$ cat src/rtl/timer_run_controller.sv
// ---------------------------------------------------------------------------
// timer_run_controller
//   Front-end sequencer for the MM:SS timer datapath. Debounces the five raw
//   user buttons, generates the count strobe (one per CLK_HZ/TICK_HZ cycles
//   while running) and owns the IDLE/SET/RUN/PAUSE/DONE control flow.
//
//   Optional feature (compile-time macro): TIMER_AUTOREPEAT_EN
//     defined   -> a held inc button repeats its pulse every REPEAT_CYCLES
//                  while in IDLE/SET/PAUSE
//     undefined -> one inc pulse per press, REPEAT_CYCLES unused
//
// Ports
//   CLK_50MHZ     in   system clock
//   reset         in   asynchronous active-high reset
//   btn_start     in   raw button (async, active-high)
//   btn_stop      in   raw button
//   btn_delete    in   raw button
//   btn_inc_sec   in   raw button
//   btn_inc_min   in   raw button
//   time_is_zero  in   counter reads 00:00
//   finish        in   counter hit terminal value (level)
//   enableCounter out  one-cycle count strobe
//   forward       out  1 = count up, 0 = count down
//   resetTimer    out  one-cycle clear pulse
//   inc_sec_pulse out  one-cycle seconds-increment request
//   inc_min_pulse out  one-cycle minutes-increment request
//   blank         out  display digits suppressed
//   alarm         out  high while in DONE
//   state         out  [2:0] current state (debug)
// ---------------------------------------------------------------------------
module timer_run_controller #(
  parameter int CLK_HZ          = 50_000_000,
  parameter int TICK_HZ         = 1,
  parameter int DEBOUNCE_CYCLES = 500_000,
  parameter int BLINK_TICKS     = 1,
  parameter int REPEAT_CYCLES   = 12_500_000
) (
  input  logic       CLK_50MHZ,
  input  logic       reset,
  input  logic       btn_start,
  input  logic       btn_stop,
  input  logic       btn_delete,
  input  logic       btn_inc_sec,
  input  logic       btn_inc_min,
  input  logic       time_is_zero,
  input  logic       finish,
  output logic       enableCounter,
  output logic       forward,
  output logic       resetTimer,
  output logic       inc_sec_pulse,
  output logic       inc_min_pulse,
  output logic       blank,
  output logic       alarm,
  output logic [2:0] state
);

  localparam int NBTN = 5;
  localparam int DIV  = CLK_HZ / TICK_HZ;
  localparam int PW   = $clog2(DIV);
  localparam int DW   = (DEBOUNCE_CYCLES > 1) ? $clog2(DEBOUNCE_CYCLES) : 1;
  localparam int BW   = (BLINK_TICKS > 1) ? $clog2(BLINK_TICKS) : 1;

  // button index map
  localparam int B_START = 0;
  localparam int B_STOP  = 1;
  localparam int B_DEL   = 2;
  localparam int B_SEC   = 3;
  localparam int B_MIN   = 4;

  typedef enum logic [2:0] {
    S_IDLE  = 3'b000,
    S_SET   = 3'b001,
    S_RUN   = 3'b010,
    S_PAUSE = 3'b011,
    S_DONE  = 3'b100
  } state_t;

  // -------------------------------------------------------------------------
  // Synchronise + debounce
  // -------------------------------------------------------------------------
  logic [NBTN-1:0]         raw;
  logic [NBTN-1:0]         s1_q, s2_q;
  logic [NBTN-1:0]         db_q, db_d;
  logic [NBTN-1:0]         ev_q, ev_d;
  logic [NBTN-1:0][DW-1:0] dcnt_q, dcnt_d;
  logic [NBTN-1:0]         rep;

  assign raw = {btn_inc_min, btn_inc_sec, btn_delete, btn_stop, btn_start};

  // The stability counter runs only while the synchronised level differs
  // from the accepted level; the Dth consecutive differing sample flips it.
  always_comb begin
    db_d   = db_q;
    dcnt_d = dcnt_q;
    ev_d   = rep;
    for (int b = 0; b < NBTN; b++) begin
      if (s2_q[b] != db_q[b]) begin
        if (dcnt_q[b] == DW'(DEBOUNCE_CYCLES - 1)) begin
          db_d[b]   = s2_q[b];
          dcnt_d[b] = '0;
          ev_d[b]   = ev_d[b] | s2_q[b];   // rising edge only
        end else begin
          dcnt_d[b] = dcnt_q[b] + 1'b1;
        end
      end else begin
        dcnt_d[b] = '0;
      end
    end
  end

  always_ff @(posedge CLK_50MHZ or posedge reset) begin
    if (reset) begin
      s1_q   <= '0;
      s2_q   <= '0;
      db_q   <= '0;
      dcnt_q <= '0;
      ev_q   <= '0;
    end else begin
      s1_q   <= raw;
      s2_q   <= s1_q;
      db_q   <= db_d;
      dcnt_q <= dcnt_d;
      ev_q   <= ev_d;
    end
  end

  // -------------------------------------------------------------------------
  // Control FSM, prescaler, blink
  // -------------------------------------------------------------------------
  state_t          state_q, state_d;
  logic [PW-1:0]   presc_q, presc_d;
  logic [BW-1:0]   bcnt_q, bcnt_d;
  logic            fwd_q, fwd_d;
  logic            en_q, en_d;
  logic            rt_q, rt_d;
  logic            isec_q, isec_d;
  logic            imin_q, imin_d;
  logic            blank_q, blank_d;
  logic            alarm_q, alarm_d;
  logic            tick;

  assign tick = (presc_q == PW'(DIV - 1));

`ifdef TIMER_AUTOREPEAT_EN
  localparam int RW = (REPEAT_CYCLES > 1) ? $clog2(REPEAT_CYCLES) : 1;
  logic [1:0][RW-1:0] rcnt_q, rcnt_d;
  logic               rep_ok;

  // Repeat counter starts at the accepted press and restarts on release or
  // when the FSM leaves the states that accept inc requests.
  always_comb begin
    rep    = '0;
    rcnt_d = rcnt_q;
    rep_ok = (state_q == S_IDLE) || (state_q == S_SET) || (state_q == S_PAUSE);
    for (int i = 0; i < 2; i++) begin
      if (db_q[B_SEC + i] && rep_ok) begin
        if (rcnt_q[i] == RW'(REPEAT_CYCLES - 1)) begin
          rep[B_SEC + i] = 1'b1;
          rcnt_d[i]      = '0;
        end else begin
          rcnt_d[i] = rcnt_q[i] + 1'b1;
        end
      end else begin
        rcnt_d[i] = '0;
      end
    end
  end

  always_ff @(posedge CLK_50MHZ or posedge reset) begin
    if (reset) rcnt_q <= '0;
    else       rcnt_q <= rcnt_d;
  end
`else
  assign rep = '0;
`endif

  // Each branch acts on at most one event, tested in priority order; lower
  // events in the same cycle are dropped.
  always_comb begin
    state_d = state_q;
    fwd_d   = fwd_q;
    en_d    = 1'b0;
    rt_d    = 1'b0;
    isec_d  = 1'b0;
    imin_d  = 1'b0;
    case (state_q)
      S_IDLE: begin
        if (ev_q[B_START]) begin
          state_d = S_RUN;
          fwd_d   = time_is_zero;
        end else if (ev_q[B_MIN]) begin
          state_d = S_SET;
          imin_d  = 1'b1;
        end else if (ev_q[B_SEC]) begin
          state_d = S_SET;
          isec_d  = 1'b1;
        end
      end
      S_SET: begin
        if (ev_q[B_DEL]) begin
          state_d = S_IDLE;
          rt_d    = 1'b1;
        end else if (ev_q[B_START]) begin
          state_d = S_RUN;
          fwd_d   = time_is_zero;
        end else if (ev_q[B_MIN]) begin
          imin_d  = 1'b1;
        end else if (ev_q[B_SEC]) begin
          isec_d  = 1'b1;
        end
      end
      S_RUN: begin
        if (finish) begin
          state_d = S_DONE;
        end else if (ev_q[B_DEL]) begin
          state_d = S_IDLE;
          rt_d    = 1'b1;
        end else if (ev_q[B_STOP]) begin
          state_d = S_PAUSE;
        end else begin
          en_d    = tick;
        end
      end
      S_PAUSE: begin
        if (ev_q[B_DEL]) begin
          state_d = S_IDLE;
          rt_d    = 1'b1;
        end else if (ev_q[B_START]) begin
          state_d = S_RUN;                 // direction kept
        end else if (ev_q[B_MIN]) begin
          state_d = S_SET;
          imin_d  = 1'b1;
        end else if (ev_q[B_SEC]) begin
          state_d = S_SET;
          isec_d  = 1'b1;
        end
      end
      S_DONE: begin
        if (ev_q[B_DEL] || ev_q[B_STOP] || ev_q[B_START]) begin
          state_d = S_IDLE;
          rt_d    = 1'b1;
        end
      end
      default: state_d = S_IDLE;
    endcase
  end

  // Prescaler: free-runs in RUN and DONE, holds in PAUSE (so a resumed run
  // keeps its partial second), restarts from 0 on entry to DONE so the blink
  // period is aligned to the alarm.
  always_comb begin
    presc_d = presc_q;
    if ((state_d == S_IDLE) || (state_d == S_SET) ||
        ((state_d == S_DONE) && (state_q != S_DONE))) begin
      presc_d = '0;
    end else if ((state_q == S_RUN) || (state_q == S_DONE)) begin
      presc_d = tick ? '0 : presc_q + 1'b1;
    end
  end

  always_comb begin
    blank_d = blank_q;
    bcnt_d  = bcnt_q;
    alarm_d = (state_d == S_DONE);
    if ((state_q != S_DONE) || (state_d != S_DONE)) begin
      blank_d = 1'b0;
      bcnt_d  = '0;
    end else if (tick) begin
      if (bcnt_q == BW'(BLINK_TICKS - 1)) begin
        bcnt_d  = '0;
        blank_d = ~blank_q;
      end else begin
        bcnt_d  = bcnt_q + 1'b1;
      end
    end
  end

  always_ff @(posedge CLK_50MHZ or posedge reset) begin
    if (reset) begin
      state_q <= S_IDLE;
      presc_q <= '0;
      bcnt_q  <= '0;
      fwd_q   <= 1'b0;
      en_q    <= 1'b0;
      rt_q    <= 1'b0;
      isec_q  <= 1'b0;
      imin_q  <= 1'b0;
      blank_q <= 1'b0;
      alarm_q <= 1'b0;
    end else begin
      state_q <= state_d;
      presc_q <= presc_d;
      bcnt_q  <= bcnt_d;
      fwd_q   <= fwd_d;
      en_q    <= en_d;
      rt_q    <= rt_d;
      isec_q  <= isec_d;
      imin_q  <= imin_d;
      blank_q <= blank_d;
      alarm_q <= alarm_d;
    end
  end

  assign enableCounter = en_q;
  assign forward       = fwd_q;
  assign resetTimer    = rt_q;
  assign inc_sec_pulse = isec_q;
  assign inc_min_pulse = imin_q;
  assign blank         = blank_q;
  assign alarm         = alarm_q;
  assign state         = state_q;

endmodule

$ cat config.mk
export PLATFORM = sky130hd
export DESIGN_NAME = timer_run_controller
export DESIGN_NICKNAME = d
export VERILOG_FILES = /design/src/rtl/timer_run_controller.sv
export SDC_FILE = /design/constraint.sdc
export NUM_CORES = 1
export LEC_CHECK = 0
export ABC_AREA = 1
export CAP_MARGIN = 40
export CORE_MARGIN = 5
export CORE_UTILIZATION = 35
export DETAILED_ROUTE_END_ITERATION = 8
export GPL_TIMING_DRIVEN = 0
export REMOVE_ABC_BUFFERS = 1
export SLEW_MARGIN = 5
export SYNTH_ARGS = -nofsm -noshare
export SYNTH_HDL_FRONTEND = slang
export SYNTH_SLANG_ARGS = --single-unit
$ cat constraint.sdc
create_clock -name CLK_50MHZ -period 13 [get_ports CLK_50MHZ]
set_input_delay 2.6 -clock CLK_50MHZ [delete_from_list [all_inputs] [get_ports CLK_50MHZ]]
set_output_delay 2.6 -clock CLK_50MHZ [all_outputs]
set_load 0.005 [all_outputs]
[Word level (Yosys, flattened, before mapping)]
Index checks and enable logic that the tools add are counted.
Cells by class
  $add $sub $neg: 7
  equal/unequal tests: 21
  muxes and demuxes: 60
  bitwise operators: 1
  reduce and logical (&&, ||, !) cells: 20
Operators with widths (number)
  $mux 19: 10
  $add 19x1->19 const B: 5
  $eq 19x19->1 const B: 5
  $mux 26: 3
  $mux 1: 32
  $mux 3: 10
  $add 26x1->26 const B: 1
  $eq 26x26->1 const B: 1
  $pmux 3 s5: 1
  $reduce_and 2->1: 7
  $eq 3x1->1 const B: 2
  $eq 3x2->1 const B: 2
  $eq 3x3->1 const B: 2
  $logic_not 3->1: 2
  $logic_or 1x1->1: 6
  $ne 3x3->1 const B: 2
  $pmux 1 s2: 3
  $reduce_bool 2->1: 3
  $ne 1x1->1: 5
  $pmux 1 s3: 1
  $ne 2x1->1 const B: 1
  $ne 2x2->1 const B: 1
  $reduce_or 2->1: 1
  $add 1x1->1 const B: 1
  other kinds (2): 2
Word-level totals
  bits in registers: 152
  bits of input ports: 9
  output and inout port bits: 10

[Longest topological paths before layout]
Gate-level depths: netlist of the first run.
  depth in word-level cells: 9
  gate-level depth with buffers: 10

[Worst setup path after synthesis of the first run]
OpenSTA, ideal clock, no wires.
  path kind: input -> register
  from: in finish
  to: reg presc_q[17]
  arrival time: 3.195 ns
  slack: 9.678 ns
  stages on the path: 5
  buffers on the path: 0
  cells stage by stage: nor3_2 > nor2_1 > nand3_4 > o21ai_4 > nor2_1
On the way
  word-level cells in the longest chain between the ends: 6
RTL lines
  start, declared: RTL line 46  | input logic finish,
  $mux 3 *: RTL line 213  | if (finish) begin
  $pmux 3 s5 *: RTL line 186  | case (state_q)
  $eq 3x1->1, or another cell as far along: RTL line 253  | if ((state_d == S_IDLE) || (state_d == S_SET) ||
  $logic_or 1x1->1 / $logic_and 1x1->1 (equally long branches): RTL line 253, 254
  $logic_or 1x1->1 *: RTL line 253
  $mux 26 / $reduce_bool 2->1 (equally long branches)
  end signal, assigned: RTL line 292  | presc_q <= presc_d;
  end, declared: RTL line 131  | logic [PW-1:0] presc_q, presc_d;
Mark *: on every way between the ends. The rest lies on a longest branch, timed or not.
A chain may end at the register's enable or synchronous reset.

[Worst setup path in the final report of the first run]
  from: reg state_q[1] (netlist: state[1])
  to: out state[1]
RTL lines
  start, declared: RTL line 130  | state_t state_q, state_d;
  start signal, assigned: RTL line 291  | state_q <= state_d;
  end, declared: RTL line 54  | output logic [2:0] state
No word-level cell between the ends.

==> results.md, run 1 <==
* Total gr overflow at 0
* Max cap viols at 0
* Later-pin clock latency in the skew report at 0.42 ns
* WL per Instance at 12.7 µm
* Fin nets at 1163
* Area of the mapped netlist at 8330 µm²
* Htree depth at 4
* Vias in the first global route at 7008
* Slowest CP cell: clkdlybuf4s50_1
* Crit-path max cell delay at 0.58 ns
* Initial DRC Count at 480
* RSZ-0062 raised after global routing: false
* Power per cell area at 113 nW/µm²
* Layout cells sized above 1 at 0.0594
* Leakage at 3.98 nW
* Buf/Inv on CP at 1
* Peak supply drop at 0.0867 mV
* Chip height at 164 µm
* Synth cell types at 35
* Setup CP Type: reg2out
* Total CTS buffers at 17
* YS warnings at 0
* Initial antenna violation count at 0
* Final Cycle Share at 0.314
* Post-synthesis sequential area ratio at 0.453
* WP data required at 10.40 ns
* # hold bufs at CTS at 0
* Finished Core Util at 0.411
* Antenna-violating nets left at 0
* # port buffers at 18
* Initial Util at 0.355
* Async SR Flop Fraction at 1.00
* Worst slew margin at 0.622
* Area of the multi-input gates at 3960 µm²
* I/O pin count at 19
* Top cell family by delay on the critical path: buffers and inverters
* CP Launch Type: flop
* Register area at 3780 µm²
* Die Width at 164 µm
* Register bit total from synthesis at 151
* CP Cell Sequence: clkdlybuf4s50_1
* Status: completed
* Drt first pass iters at 6
* Worst Path Arrival at 1.48 ns
* Drt total wl at 18700 µm
* Synth Flop Type: dfrtp_1
* Vias per std cell at 4.82
* Post-Route Setup TNS at 0 ns
* Min cycle time layout at 4.08 ns
* Syn Area/Cell at 7.49 µm²
* Row cnt at 56
* Setup bufs post-CTS at 0
* Clk sinks at 151
* Post-Synthesis Cells at 1112
* Dpl hpwl at 13600 µm
* Max-slew violation count at 0
* Worst Setup End Kind: primary output
* CTS max path bufs at 2
* P&R area growth vs syn at 15.6%
* Worst slew pin tran at 0.567 ns
* Endpoints failing hold at 0
* Fillers at 2395
* Core ar. at 23500 µm²
* Post-synth EDFFs at 0
* Clock-pin slew on the worst setup and hold paths at 0.06 ns
* Die ar. at 27000 µm²
* Ant diodes at 0
* Clock Root Buffer: clkbuf_16
* Routability Congestion at 0.887
* Global-route wire length before repair at 32900 µm
* Largest net degree at the start of global routing at 116
* # resized after CTS at 0
* Worst Path Max Fanout at 6
* TritonCTS clock tree: done
* Total track usage at 0.148
* Final setup violation count at 0
* Worst Skew at 0.00806 ns
* DR DRC count at 0
* Vias after detailed routing at 7129
* Worst Hold Class: reg2reg
* Fmax at 0.245 GHz
-- per-stage QoR --
stage / instance area, µm² / setup WS (ns) / hold slack (ns) / power (mW) / std cells
floorplan: 8320 / 6.34 / 0.331 / 0.507 / 1110
detailed placement: 8940 / 8.88 / 0.337 / 0.519 / 1448
CTS: 9640 / 8.88 / 0.352 / 1.11 / 1480
finish: 9640 / 8.92 / 0.353 / 1.09 / 1480
global route: 9640 / 8.85 / 0.360 / 1.14 / 1480
global placement: 8900 / 4.11 / 0.333 / 0.517 / 1447
-- power breakdown --
group / leakage (nW) / internal (mW) / switching, mW
sequential: 2.07 / 0.475 / 0.00441
combinational: 1.57 / 0.00796 / 0.0209
clock: 0.332 / 0.382 / 0.202
total: 3.98 / 0.865 / 0.227
-- cells in the final DEF (no fill, tap or decap), types with 9 or more instances in the layout --
cell and instances:
nand2_1 226, nor2_1 202, dfrtp_1 151, inv_1 146, nand3_1 85, nor3_1 64
nand4_1 55, xor2_1 39, a21oi_1 33, o21ai_0 22, clkdlybuf4s50_1 18, clkbuf_16 17
nand3b_1 9, nor3b_1 9
-- logic make-up after synthesis --
kind of cell    Yosys count  share of synthesized area
simple gates            682                      0.371
fa+ha+maj                 6                    0.00901
mux                       1                    0.00135
buf+inv                 159                     0.0719
xor+xnor                 45                     0.0473
compound gates           68                     0.0459
flops                   151                      0.453
-- registers in the layout (all words and copies together) (netlist names), 3 cells and up --
name / flops
presc_q: 26
s1_q: 5
db_q: 5
dcnt_q: 95
state: 3
s2_q: 5
ev_q: 5
-- final cells by class --
cell class / instances / share of cell area
Clock buffer: 18 / 0.0445
Clock inverter: 14 / 0.0279
Inverter: 157 / 0.0619
Multi-Input combinational cell: 802 / 0.411
Sequential cell: 151 / 0.392
Tap cell: 319 / 0.0414
Timing Repair Buffer: 19 / 0.0216
-- final timing paths --
path / from / slack [ns] / end / depth (start not counted)
min in group asynchronous: reset / 2.54 / dcnt_q[61] / 2
max: state[1] / 8.92 / state[1] / 1
min reg2reg: s1_q[0] / 0.35 / s2_q[0] / 0
min: s1_q[0] / 0.35 / s2_q[0] / 0
max reg2reg: state[2] / 11.11 / presc_q[7] / 9
max in group asynchronous: reset / 9.62 / dcnt_q[91] / 3
-- per-layer routing --
metal	vias up	wire [µm]	track usage
met5	-	0	0
met4	0	182	0.0389
met3	16	517	0.0241
met2	114	8750	0.245
li1	3675	-	-
met1	3324	9280	0.204
-- cells in the mapped netlist, types with 9 or more instances --
master	count	area share
nand2_1	226	0.10
nor2_1	202	0.091
dfrtp_1	151	0.45
inv_1	147	0.066
nand3_1	85	0.051
nor3_1	64	0.038
nand4_1	55	0.041
xor2_1	39	0.041
a21oi_1	33	0.020
o21ai_0	22	0.013
nand3b_1	9	0.0081
nor3b_1	9	0.0081
No activity file was read; power rests on OpenSTA's default activity.
==> inputs of run 2 (changes only) <==
==> constraint.sdc (replaced) <==
create_clock -name CLK_50MHZ -period 4.3 [get_ports CLK_50MHZ]
set_input_delay 0.86 -clock CLK_50MHZ [delete_from_list [all_inputs] [get_ports CLK_50MHZ]]
set_output_delay 0.86 -clock CLK_50MHZ [all_outputs]
set_load 0.005 [all_outputs]
==> results of run 2 <==
Same layout as run 1 (identical final DEF). Status: completed.
Main changes from that run: setup slack after placement 8.88 ns -> 1.92 ns; setup slack after layout 8.92 ns -> 1.96 ns; register-to-register setup slack 11.11 ns -> 2.41 ns; total power 1.09 mW -> 3.30 mW; worst IR drop on VDD 0.0867 mV -> 0.262 mV
